[src/rtl/vector_sequencer.sv]
// Vector display sequencer: walks a vertex list in synchronous-read memory and drives the
// X/Y DAC channels with blanked moves and Bresenham lines, one point per step_en tick.
module vector_sequencer #(
  parameter int unsigned CH_WIDTH   = 8,
  parameter int unsigned ADDR_WIDTH = 6,
  parameter int unsigned SETTLE     = 4
) (
  input  logic                    clk,
  input  logic                    rst,
  input  logic                    start,
  input  logic                    step_en,
  output logic                    mem_rd_en,
  output logic [ADDR_WIDTH-1:0]   mem_addr,
  input  logic [2*CH_WIDTH+1:0]   mem_rdata,
  output logic [CH_WIDTH-1:0]     x_ch,
  output logic [CH_WIDTH-1:0]     y_ch,
  output logic                    blank,
  output logic                    busy,
  output logic                    frame_done
);

  // Error term and deltas carry one sign bit plus one guard bit over the channel width.
  localparam int unsigned EW    = CH_WIDTH + 2;
  localparam int unsigned CNT_W = $clog2(SETTLE + 1);

  localparam logic [2:0] S_IDLE   = 3'd0;
  localparam logic [2:0] S_FETCH  = 3'd1;
  localparam logic [2:0] S_WAIT   = 3'd2;
  localparam logic [2:0] S_SETUP  = 3'd3;
  localparam logic [2:0] S_DRAW   = 3'd4;
  localparam logic [2:0] S_SETTLE = 3'd5;
  localparam logic [2:0] S_NEXT   = 3'd6;

  logic [2:0]          state;

  // Captured vertex
  logic                mv;
  logic                lst;
  logic [CH_WIDTH-1:0] x1;
  logic [CH_WIDTH-1:0] y1;

  // Line-walk state
  logic signed [EW-1:0] dx;
  logic signed [EW-1:0] dy;
  logic signed [EW-1:0] err;
  logic                 sx_pos;
  logic                 sy_pos;
  logic [CNT_W-1:0]     settle_cnt;

  // Setup arithmetic
  logic signed [EW-1:0] x_cur_s;
  logic signed [EW-1:0] y_cur_s;
  logic signed [EW-1:0] x1_s;
  logic signed [EW-1:0] y1_s;
  logic signed [EW-1:0] x_diff;
  logic signed [EW-1:0] y_diff;
  logic signed [EW-1:0] dx_abs;
  logic signed [EW-1:0] dy_neg;

  // Step arithmetic
  logic signed [EW:0]   e2;
  logic signed [EW:0]   dx_ext;
  logic signed [EW:0]   dy_ext;
  logic                 step_x;
  logic                 step_y;
  logic                 at_end;
  logic signed [EW-1:0] err_next;
  logic [CH_WIDTH-1:0]  x_next;
  logic [CH_WIDTH-1:0]  y_next;
  logic                 last_vertex;
  logic                 settle_done;

  // Deltas from the current beam position to the captured vertex
  always_comb begin
    x_cur_s = $signed({2'b00, x_ch});
    y_cur_s = $signed({2'b00, y_ch});
    x1_s    = $signed({2'b00, x1});
    y1_s    = $signed({2'b00, y1});
    x_diff  = x1_s - x_cur_s;
    y_diff  = y1_s - y_cur_s;
    dx_abs  = x_diff[EW-1] ? -x_diff : x_diff;
    dy_neg  = y_diff[EW-1] ? y_diff : -y_diff;
  end

  // One Bresenham step; both axis decisions use the error term from before this step
  always_comb begin
    e2       = {err, 1'b0};
    dx_ext   = {dx[EW-1], dx};
    dy_ext   = {dy[EW-1], dy};
    step_x   = (e2 >= dy_ext);
    step_y   = (e2 <= dx_ext);
    at_end   = (x_ch == x1) && (y_ch == y1);
    err_next = err;
    x_next   = x_ch;
    y_next   = y_ch;
    if (step_x) begin
      err_next = err_next + dy;
      x_next   = sx_pos ? x_ch + CH_WIDTH'(1) : x_ch - CH_WIDTH'(1);
    end
    if (step_y) begin
      err_next = err_next + dx;
      y_next   = sy_pos ? y_ch + CH_WIDTH'(1) : y_ch - CH_WIDTH'(1);
    end
  end

  // Frame termination and settle-count decode
  always_comb begin
    last_vertex = lst || (mem_addr == {ADDR_WIDTH{1'b1}});
    settle_done = (settle_cnt == CNT_W'(SETTLE - 1));
  end

  // Sequencer FSM with registered outputs
  always_ff @(posedge clk) begin
    if (rst) begin
      state      <= S_IDLE;
      x_ch       <= '0;
      y_ch       <= '0;
      blank      <= 1'b1;
      busy       <= 1'b0;
      mem_rd_en  <= 1'b0;
      mem_addr   <= '0;
      frame_done <= 1'b0;
      mv         <= 1'b0;
      lst        <= 1'b0;
      x1         <= '0;
      y1         <= '0;
      dx         <= '0;
      dy         <= '0;
      err        <= '0;
      sx_pos     <= 1'b0;
      sy_pos     <= 1'b0;
      settle_cnt <= '0;
    end else begin
      mem_rd_en  <= 1'b0;
      frame_done <= 1'b0;
      case (state)
        S_IDLE: begin
          // The frame_done cycle still counts as the tail of the previous frame.
          if (start && !frame_done) begin
            state     <= S_FETCH;
            busy      <= 1'b1;
            mem_addr  <= '0;
            mem_rd_en <= 1'b1;
          end
        end
        S_FETCH: begin
          state <= S_WAIT;
        end
        S_WAIT: begin
          mv    <= mem_rdata[2*CH_WIDTH+1];
          lst   <= mem_rdata[2*CH_WIDTH];
          x1    <= mem_rdata[2*CH_WIDTH-1:CH_WIDTH];
          y1    <= mem_rdata[CH_WIDTH-1:0];
          state <= S_SETUP;
        end
        S_SETUP: begin
          dx         <= dx_abs;
          dy         <= dy_neg;
          err        <= dx_abs + dy_neg;
          sx_pos     <= !x_diff[EW-1];
          sy_pos     <= !y_diff[EW-1];
          settle_cnt <= '0;
          if (mv) begin
            // Blanked jump: the beam lands on the vertex immediately, then settles.
            x_ch  <= x1;
            y_ch  <= y1;
            blank <= 1'b1;
            state <= S_SETTLE;
          end else begin
            blank <= 1'b0;
            state <= S_DRAW;
          end
        end
        S_DRAW: begin
          if (step_en) begin
            if (at_end) begin
              state <= S_NEXT;
            end else begin
              x_ch <= x_next;
              y_ch <= y_next;
              err  <= err_next;
            end
          end
        end
        S_SETTLE: begin
          if (step_en) begin
            settle_cnt <= settle_cnt + CNT_W'(1);
            if (settle_done) begin
              state <= S_NEXT;
            end
          end
        end
        S_NEXT: begin
          if (last_vertex) begin
            frame_done <= 1'b1;
            busy       <= 1'b0;
            blank      <= 1'b1;
            mem_addr   <= '0;
            state      <= S_IDLE;
          end else begin
            mem_addr  <= mem_addr + ADDR_WIDTH'(1);
            mem_rd_en <= 1'b1;
            state     <= S_FETCH;
          end
        end
        default: begin
          state <= S_IDLE;
        end
      endcase
    end
  end

endmodule

[config.mk]
export PLATFORM = sky130hd
export DESIGN_NAME = vector_sequencer
export DESIGN_NICKNAME = d
export VERILOG_FILES = /design/src/rtl/vector_sequencer.sv
export SDC_FILE = /design/constraint.sdc
export NUM_CORES = 1
export LEC_CHECK = 0
export ABC_AREA = 1
export BUFFER_PORTS_ARGS = -buffer_cell sky130_fd_sc_hd__buf_2
export CAP_MARGIN = 20
export CORE_ASPECT_RATIO = 0.7
export CORE_MARGIN = 5
export CORE_UTILIZATION = 40
export DETAILED_ROUTE_END_ITERATION = 7
export MAX_ROUTING_LAYER = met4
export PLACE_DENSITY = 0.68
export SETUP_SLACK_MARGIN = 0.5
export SLEW_MARGIN = 5
export SYNTH_ARGS = -nofsm -noshare
export SYNTH_HDL_FRONTEND = slang
export SYNTH_SLANG_ARGS = --single-unit
export TNS_END_PERCENT = 10
[constraint.sdc]
create_clock -name clk -period 3.8 [get_ports clk]
set_clock_uncertainty 0.15 [all_clocks]
set_input_delay 0 -clock clk [delete_from_list [all_inputs] [get_ports clk]]
set_output_delay 0 -clock clk [all_outputs]
set_load 0.01 [all_outputs]
==> results of run 1 <==
==> path summary, 6_finish.rpt <==
kind / to / cells after the start
setup / recovery: err[9] / 23
hold / removal: frame_done / 3
setup reg to reg: err[9] / 23
hold reg to reg: settle_cnt[2] / 2
==> report_power, final <==
part | internal (mW) | switching [mW]
sequential | 0.938 | 0.0783
combinational | 2.45 | 3.18
clock | 0.516 | 0.398
==> kinds of logic (layout without fill, tap and decap cells) <==
logic type | after synthesis | count (layout) | share of synthesized area (%)
AND/OR/NAND/NOR | 471 | 471 | 28.4
AO/OA/AOI/OAI | 215 | 215 | 16.3
buffers and inverters | 204 | 326 | 11.1
adder cells (fa/ha/maj) | 87 | 87 | 16.1
flip-flops | 82 | 82 | 23.1
XOR/XNOR | 41 | 41 | 5.05
==> stage by stage <==
step	util, %	power [mW]	area [sq um]	worst slack, ps
after floorplan	-	3.77	7110	500
after global placement	44.5	4.66	7710	63.9
after detailed placement	44.5	4.64	7710	46.3
after CTS	51.2	6.92	8860	444
after global routing	53.0	8.11	9180	177
final	53.0	7.56	9180	317
==> layer usage <==
| layer | track usage [%] | up-vias |
|---|---|---|
| li1 | - | 3806 |
| met1 | 31.1 | 3481 |
| met2 | 31.7 | 274 |
| met3 | 3.58 | 28 |
| met4 | 3.47 | 0 |
| met5 | - | - |
==> layout make-up <==
cell class / instances / area [sq um]
timing repair buffer: 130 / 923
fill: 1630 / 8140
inverter: 180 / 678
clock inverter: 7 / 75.1
clock buffer: 9 / 225
multi-input combinational: 814 / 5310
sequential: 82 / 1670
tap: 231 / 289
==> cell usage after synthesis, types with 2 or more instances <==
cell type / number / share of area (%)
nor2_1: 88 / 4.6
nand3b_1: 5 / 0.53
fa_1: 7 / 2.0
o21ai_1: 6 / 0.42
nor3_2: 2 / 0.28
nand3_1: 59 / 4.2
ha_1: 80 / 14
o31a_1: 2 / 0.25
buf_1: 2 / 0.11
nor3_1: 9 / 0.63
buf_6: 3 / 0.48
nand2_2: 5 / 0.44
a21boi_0: 2 / 0.21
o21ai_2: 2 / 0.25
buf_2: 2 / 0.14
o21bai_1: 2 / 0.21
a21o_1: 9 / 0.95
inv_1: 174 / 9.2
nand2_1: 265 / 14
xnor2_1: 11 / 1.4
inv_2: 6 / 0.32
a31oi_1: 10 / 0.88
clkbuf_1: 17 / 0.90
nand4_1: 20 / 1.8
and2_1: 2 / 0.18
xor2_1: 30 / 3.7
a21oi_1: 102 / 7.2
dfxtp_1: 82 / 23
or2_2: 10 / 0.88
o21ai_0: 76 / 5.4
==> tightest hold or removal path, delay by kind of cell <==
| family | cells | cell delay [ps] |
|---|---|---|
| buffers and inverters | 2 | 350 |
| and+or+nand+nor | 1 | 140 |
==> registers in the layout (all words and copies together) (netlist names), 3 cells and up <==
name and cells:
mem_addr 6, settle_cnt 3, dx 10, dy 10, y_ch 8, state 3, x_ch 8, err 10
y1 8, x1 8
==> what timing repair did <==
action	4_1_cts	5_1_grt
hold buffers	20	0
gates resized for setup	122	54
buffers inserted	23	14
pin swaps	46	27
endpoints found under the setup margin	9	7
gates cloned	1	0
hold endpoints to repair	25	0
==> metrics.txt, run 1 <==
# TYPE chip_impl_metric gauge
chip_impl_info{name="startpoint_type",value="flip-flop"} 1
chip_impl_metric{name="grt_start_max_net_pins",unit=""} 46
chip_impl_metric{name="drc_errors",unit=""} 0
chip_impl_metric{name="slew_at_the_pin_closest_to_its_max_slew_limit",unit="ps"} 783
chip_impl_info{name="cp_slowest_cell",value="nor4_4"} 1
chip_impl_metric{name="cts_num_sinks",unit=""} 82
chip_impl_metric{name="worst_voltage_drop_across_the_vdd_grid",unit="uV"} 680
chip_impl_metric{name="number_of_buffers_created_by_cts",unit=""} 9
chip_impl_metric{name="antenna_found_initial",unit=""} 0
chip_impl_metric{name="antennaDiodeCount",unit=""} 0
chip_impl_metric{name="syn_avg_cell_area",unit="sq um"} 6.46
chip_impl_info{name="mostFrequentLayoutCells",value="nand2_1 (237), inv_1 (157), a21oi_1 (93), nor2_1 (78), o21ai_0 (65)"} 1
chip_impl_metric{name="grt_first_pass_wirelength",unit="mm"} 34.8
chip_impl_metric{name="stdcell_count",unit=""} 1453
chip_impl_metric{name="wl_met3",unit="mm"} 1.68
chip_impl_metric{name="timing_max_transition_violations_final",unit=""} 0
chip_impl_metric{name="die_h",unit="um"} 122
chip_impl_metric{name="synthCells",unit=""} 1100
chip_impl_metric{name="vias_per_cell",unit=""} 5.22
chip_impl_info{name="final_common_cell",value="nand2_1"} 1
chip_impl_info{name="worstSetupEndpointType",value="flip-flop"} 1
chip_impl_metric{name="flow.area_growth_from_synthesis",unit="%"} 29.1
chip_impl_metric{name="critical_path_buf_inv_count",unit=""} 4
chip_impl_metric{name="place_hpwl",unit="mm"} 15.6
chip_impl_info{name="rsz0062_at_grt",value="true"} 1
chip_impl_metric{name="worst-r2r-setup-slack",unit="ps"} 320
chip_impl_metric{name="drt_pass1_iterations",unit=""} 5
chip_impl_metric{name="postSynth.asyncResetShare",unit="%"} 0
chip_impl_metric{name="worstPathMaxFanout",unit=""} 6
chip_impl_metric{name="io_pins",unit=""} 48
chip_impl_metric{name="met1Wirelength",unit="mm"} 10.9
chip_impl_metric{name="final_min_period_over_clock_period",unit="%"} 91.7
chip_impl_info{name="r2r_start",value="y_ch[2]"} 1
chip_impl_metric{name="ys_seq_elements",unit=""} 82
chip_impl_metric{name="die_area",unit="sq um"} 20600
chip_impl_metric{name="worstPathRequired",unit="ps"} 3890
chip_impl_metric{name="grt_pass1_vias",unit=""} 6940
chip_impl_metric{name="dpl.cell_count",unit=""} 1379
chip_impl_metric{name="setup_tns",unit="ps"} 0
chip_impl_metric{name="drv.max_cap_violation_count",unit=""} 0
chip_impl_metric{name="synth_sequential_area_ratio",unit="%"} 23.1
chip_impl_metric{name="cts_max_path_buffers",unit=""} 2
chip_impl_metric{name="io_buffers",unit=""} 47
chip_impl_info{name="cp_cell_sequence",value="inv_1 -> ha_4 -> nand2_1 -> inv_1 -> nand2_1 -> nand2_1 -> nand2_1 -> nand2_2 -> nand4_1 -> nor2_2 -> nand2_2 -> nor4_4 -> inv_2 -> ha_4 -> a21oi_2 -> a21boi_2 -> nand3_2 -> inv_1 -> nand3_1 -> nand3_1 -> nand2_1 -> nor2_1 -> nor2_1"} 1
chip_impl_metric{name="coreArea",unit="sq um"} 17300
chip_impl_metric{name="drt_first_iter_violations",unit=""} 663
chip_impl_metric{name="power.static_leakage",unit="nW"} 4.64
chip_impl_metric{name="timing.hold.ws",unit="ps"} 40.9
chip_impl_metric{name="row_count",unit=""} 40
chip_impl_metric{name="detail_route.wl_per_cell",unit="um"} 15.0
chip_impl_metric{name="cts.htree.levels",unit=""} 3
chip_impl_metric{name="mappedNetlistArea",unit="sq um"} 7100
chip_impl_info{name="synth_ff_type",value="dfxtp_1"} 1
chip_impl_metric{name="clock_edge_transition_at_the_registers_on_the_reported_setup_and_hold_paths",unit="ps"} 70
chip_impl_info{name="crit_path_start",value="y_ch[2]"} 1
chip_impl_metric{name="synth-warning-count",unit=""} 0
chip_impl_info{name="critical_path.top_delay_family",value="simple AND/OR/NAND/NOR gates"} 1
chip_impl_info{name="cts_root_buffer",value="clkbuf_16"} 1
chip_impl_metric{name="powerDensity",unit="nW/um^2"} 824
chip_impl_metric{name="groute.usage.overall",unit="%"} 21.4
chip_impl_info{name="hold_path.startpoint",value="rst"} 1
chip_impl_metric{name="max-slew-margin-rel",unit="%"} 47.7
chip_impl_metric{name="insertion_delay",unit="ps"} 340
chip_impl_metric{name="synth.net_count",unit=""} 1209
chip_impl_metric{name="fp.dieW",unit="um"} 169
chip_impl_metric{name="timing.fmax",unit="MHz"} 287
chip_impl_metric{name="routed_wirelength",unit="mm"} 21.8
chip_impl_info{name="clock_tree_from_tritoncts",value="done"} 1
chip_impl_metric{name="detailroute.via_count",unit=""} 7589
chip_impl_info{name="min-delay-path-class",value="primary input to flip-flop"} 1
chip_impl_metric{name="start_util",unit="%"} 41.0
chip_impl_metric{name="post_route_antenna_net_violation_count",unit=""} 0
chip_impl_info{name="worst-setup-path-type",value="flip-flop to flip-flop"} 1
chip_impl_info{name="critical-path-top-cell-by-count",value="nand2_1"} 1
chip_impl_info{name="top_layer_used",value="met4"} 1
chip_impl_metric{name="crit_arrival",unit="ps"} 3570
chip_impl_metric{name="timing.final.hold_violations",unit=""} 0
chip_impl_metric{name="synth_edf_count",unit=""} 0
chip_impl_metric{name="grt_ovf",unit=""} 0
chip_impl_metric{name="dr_wl_met2",unit="mm"} 9.08
chip_impl_metric{name="place.gp.congestion",unit=""} 0.946
chip_impl_metric{name="nets_finish",unit=""} 1326
chip_impl_metric{name="fin_crit",unit="ps"} 3480
chip_impl_metric{name="slowest_delay",unit="ps"} 370
chip_impl_metric{name="setup_viol",unit=""} 0
chip_impl_metric{name="yosysUniqueCellTypes",unit=""} 40
chip_impl_info{name="run_status",value="complete, no violations"} 1
chip_impl_metric{name="layout-drive-gt1-share",unit="%"} 24.2
(Power assumes the default switching activity.)
==> run 2: changes to the inputs <==
--- a/config.mk
+++ b/config.mk
@@ -12,9 +12,9 @@
 export CORE_MARGIN = 5
 export CORE_UTILIZATION = 40
 export DETAILED_ROUTE_END_ITERATION = 7
+export GPL_TIMING_DRIVEN = 0
 export MAX_ROUTING_LAYER = met4
 export PLACE_DENSITY = 0.68
-export SETUP_SLACK_MARGIN = 0.5
 export SLEW_MARGIN = 5
 export SYNTH_ARGS = -nofsm -noshare
 export SYNTH_HDL_FRONTEND = slang
==> run 2 against run 1 <==
Sequential share of layout area grew 1.0 points. Maximum frequency shrank 4.8%. Highest routed layer unchanged. Die area is the same. Sequential cell count is the same. Register-to-register slack lost 170 ps. Power shrank 12%. Routed wire length shrank 0.15%. Sequential power is essentially flat. Non-clock buffer count shrank 28.
==> metrics.txt, run 2 (same netlist as run 1, synthesis figures left out) <==
# TYPE chip_impl_metric gauge
chip_impl_info{name="run_status",value="complete, no violations"} 1
chip_impl_metric{name="dpl.cell_count",unit=""} 1378
chip_impl_metric{name="cts_max_path_buffers",unit=""} 2
chip_impl_info{name="mostFrequentLayoutCells",value="nand2_1 (260), inv_1 (167), a21oi_1 (97), nor2_1 (81), dfxtp_1 (78)"} 1
chip_impl_metric{name="drt_first_iter_violations",unit=""} 694
chip_impl_metric{name="layout-drive-gt1-share",unit="%"} 14.5
chip_impl_metric{name="postLayoutCoreUtil",unit="%"} 49.5
chip_impl_metric{name="design_power_total",unit="mW"} 6.65
chip_impl_metric{name="io_buffers",unit=""} 47
chip_impl_metric{name="finish.instance_area",unit="sq um"} 8580
chip_impl_metric{name="crit_arrival",unit="ps"} 3740
chip_impl_info{name="clock_tree_from_tritoncts",value="done"} 1
chip_impl_metric{name="filler_cell_count",unit=""} 1732
chip_impl_metric{name="detailroute.via_count",unit=""} 7463
chip_impl_metric{name="timing.final.hold_violations",unit=""} 0
chip_impl_metric{name="timing.reg2reg.worst_path_depth",unit=""} 24
chip_impl_metric{name="worst_voltage_drop_across_the_vdd_grid",unit="uV"} 783
chip_impl_metric{name="io_pins",unit=""} 48
chip_impl_metric{name="power.static_leakage",unit="nW"} 4.39
chip_impl_metric{name="cts.htree.levels",unit=""} 3
chip_impl_metric{name="worstPathRequired",unit="ps"} 3890
chip_impl_metric{name="place_hpwl",unit="mm"} 16.6
chip_impl_metric{name="flow.area_growth_from_synthesis",unit="%"} 20.7
chip_impl_metric{name="setup_viol",unit=""} 0
chip_impl_info{name="r2r_start",value="y1[0]"} 1
chip_impl_metric{name="worst-r2r-setup-slack",unit="ps"} 140
chip_impl_metric{name="post-route-worst-setup-slack",unit="ps"} 143
chip_impl_metric{name="start_util",unit="%"} 41.0
chip_impl_metric{name="fin_crit",unit="ps"} 3660
chip_impl_metric{name="worstPathMaxFanout",unit=""} 4
chip_impl_metric{name="grt_start_max_net_pins",unit=""} 16
chip_impl_metric{name="hold-path-cell-count",unit=""} 3
chip_impl_info{name="final_common_cell",value="nand2_1"} 1
chip_impl_info{name="cts_root_buffer",value="clkbuf_16"} 1
chip_impl_metric{name="grt_ovf",unit=""} 0
chip_impl_metric{name="groute.usage.overall",unit="%"} 21.2
chip_impl_metric{name="drv.max_cap_violation_count",unit=""} 0
chip_impl_info{name="worst-setup-path-type",value="flip-flop to flip-flop"} 1
chip_impl_metric{name="antenna_found_initial",unit=""} 0
chip_impl_metric{name="row_count",unit=""} 40
chip_impl_metric{name="post_route_antenna_net_violation_count",unit=""} 0
chip_impl_info{name="worstReg2RegEnd",value="err[9]"} 1
chip_impl_metric{name="routed_wirelength",unit="mm"} 21.8
chip_impl_metric{name="antennaDiodeCount",unit=""} 0
chip_impl_info{name="min-delay-path-class",value="primary input to flip-flop"} 1
chip_impl_metric{name="coreArea",unit="sq um"} 17300
chip_impl_metric{name="final_min_period_over_clock_period",unit="%"} 96.2
chip_impl_metric{name="area.sequential",unit="sq um"} 1650
chip_impl_metric{name="drc_errors",unit=""} 0
chip_impl_metric{name="setup_tns",unit="ps"} 0
chip_impl_info{name="startpoint_type",value="flip-flop"} 1
chip_impl_metric{name="timing_max_transition_violations_final",unit=""} 0
chip_impl_metric{name="insertion_delay",unit="ps"} 350
chip_impl_metric{name="vias_per_cell",unit=""} 5.24
chip_impl_metric{name="grt_first_pass_wirelength",unit="mm"} 34.0
chip_impl_metric{name="area_taken_by_multi_input_logic_gates",unit="sq um"} 5020
chip_impl_metric{name="cts_num_sinks",unit=""} 82
chip_impl_metric{name="detail_route.wl_per_cell",unit="um"} 15.3
chip_impl_metric{name="timing.hold.ws",unit="ps"} 209
chip_impl_metric{name="fp.dieW",unit="um"} 169
chip_impl_metric{name="slew_at_the_pin_closest_to_its_max_slew_limit",unit="ps"} 772
chip_impl_info{name="largestRegisters",value="dx: 10 flops, dy: 10 flops, err: 10 flops"} 1
chip_impl_metric{name="drt_pass1_iterations",unit=""} 6
chip_impl_metric{name="max-slew-margin-rel",unit="%"} 48.5
chip_impl_metric{name="number_of_buffers_created_by_cts",unit=""} 9
chip_impl_metric{name="detailed_place.area",unit="sq um"} 7630
chip_impl_metric{name="pre_cts_ws",unit="ps"} -326
chip_impl_metric{name="nets_finish",unit=""} 1298
chip_impl_metric{name="clock_edge_transition_at_the_registers_on_the_reported_setup_and_hold_paths",unit="ps"} 70
chip_impl_metric{name="powerDensity",unit="nW/um^2"} 775
chip_impl_info{name="timing.critical_path.to",value="err[9]"} 1
chip_impl_metric{name="timing.fmax",unit="MHz"} 273
chip_impl_info{name="crit_path_start",value="y1[0]"} 1
chip_impl_metric{name="die_area",unit="sq um"} 20600
chip_impl_metric{name="grt_pass1_vias",unit=""} 6516
chip_impl_metric{name="place.gp.congestion",unit=""} 0.939
chip_impl_info{name="worstSetupEndpointType",value="flip-flop"} 1
chip_impl_metric{name="stdcell_count",unit=""} 1425
chip_impl_metric{name="die_h",unit="um"} 122
## run 2: changes by cell type in the layout (fill, tap and decap cells not counted), sizes merged
cell      before  now
buf          110   65
clkbuf         9   26
clkinv         3    1
clkinvlp       0    2
## run 2: how the worst min path moves through the flow
stage | start | end | slack (ps)
finish | rst | y_ch[3] | 210
global route | rst | y_ch[1] | 260
CTS | rst | dy[5] | 190
detailed placement | mem_rdata[7] | y1[7] | 80
global placement | mem_rdata[3] | y1[3] | 70
floorplan | mem_rdata[11] | x1[3] | -20
## run 2: layout make-up
cell class              instances  area share, %
plain buffers                  24           1.34
multi-input cells             814           58.6
repair buffers                 78           6.04
clock inverters                 7          0.890
inverters                     180           7.91
clock buffers                   9           2.63
flip-flops and latches         82           19.3
well taps                     231           3.37
## run 2: layer usage
metal	share of wire [%]	vias to the layer above	wire length, um	track usage (%)
met1	51	3415	11200	33.2
met5	0	-	0	-
met3	8.1	23	1770	2.83
met4	1.2	0	269	4.02
li1	-	3752	-	-
met2	39	273	8570	28.8
## run 2: power breakdown
| part | total (mW) | internal (mW) | switching, mW | leakage [nW] |
|---|---|---|---|---|
| Sequential | 1.02 | 0.935 | 0.0849 | 0.667 |
| Combinational | 4.71 | 1.81 | 2.90 | 3.58 |
| Clock | 0.920 | 0.516 | 0.404 | 0.143 |
| Total | 6.65 | 3.26 | 3.39 | 4.39 |
## run 2: repair_timing
action,CTS,global route
endpoints found under the hold margin,25,0
gates cloned,0,0
buffers inserted,2,9
gates resized for setup,11,72
hold buffers,20,0
endpoints found under the setup margin,6,7
pin swaps,2,18
## run 2: worst max-delay path, cell delays in order, from the launching register on
cell	delay [ps]
dfxtp_1	310
inv_1	70
ha_1	150
inv_2	60
fa_2	420
nand3_1	100
inv_1	60
nor2_2	150
nand2_1	80
nand2_2	110
inv_1	50
nor2_1	110
nand2_2	100
nor4_4	310
inv_2	110
ha_4	250
a21oi_2	150
a21boi_4	220
nand3_2	140
inv_1	90
nand3_1	70
nand3_1	100
nand2_1	70
nor2_2	100
nor2_1	40
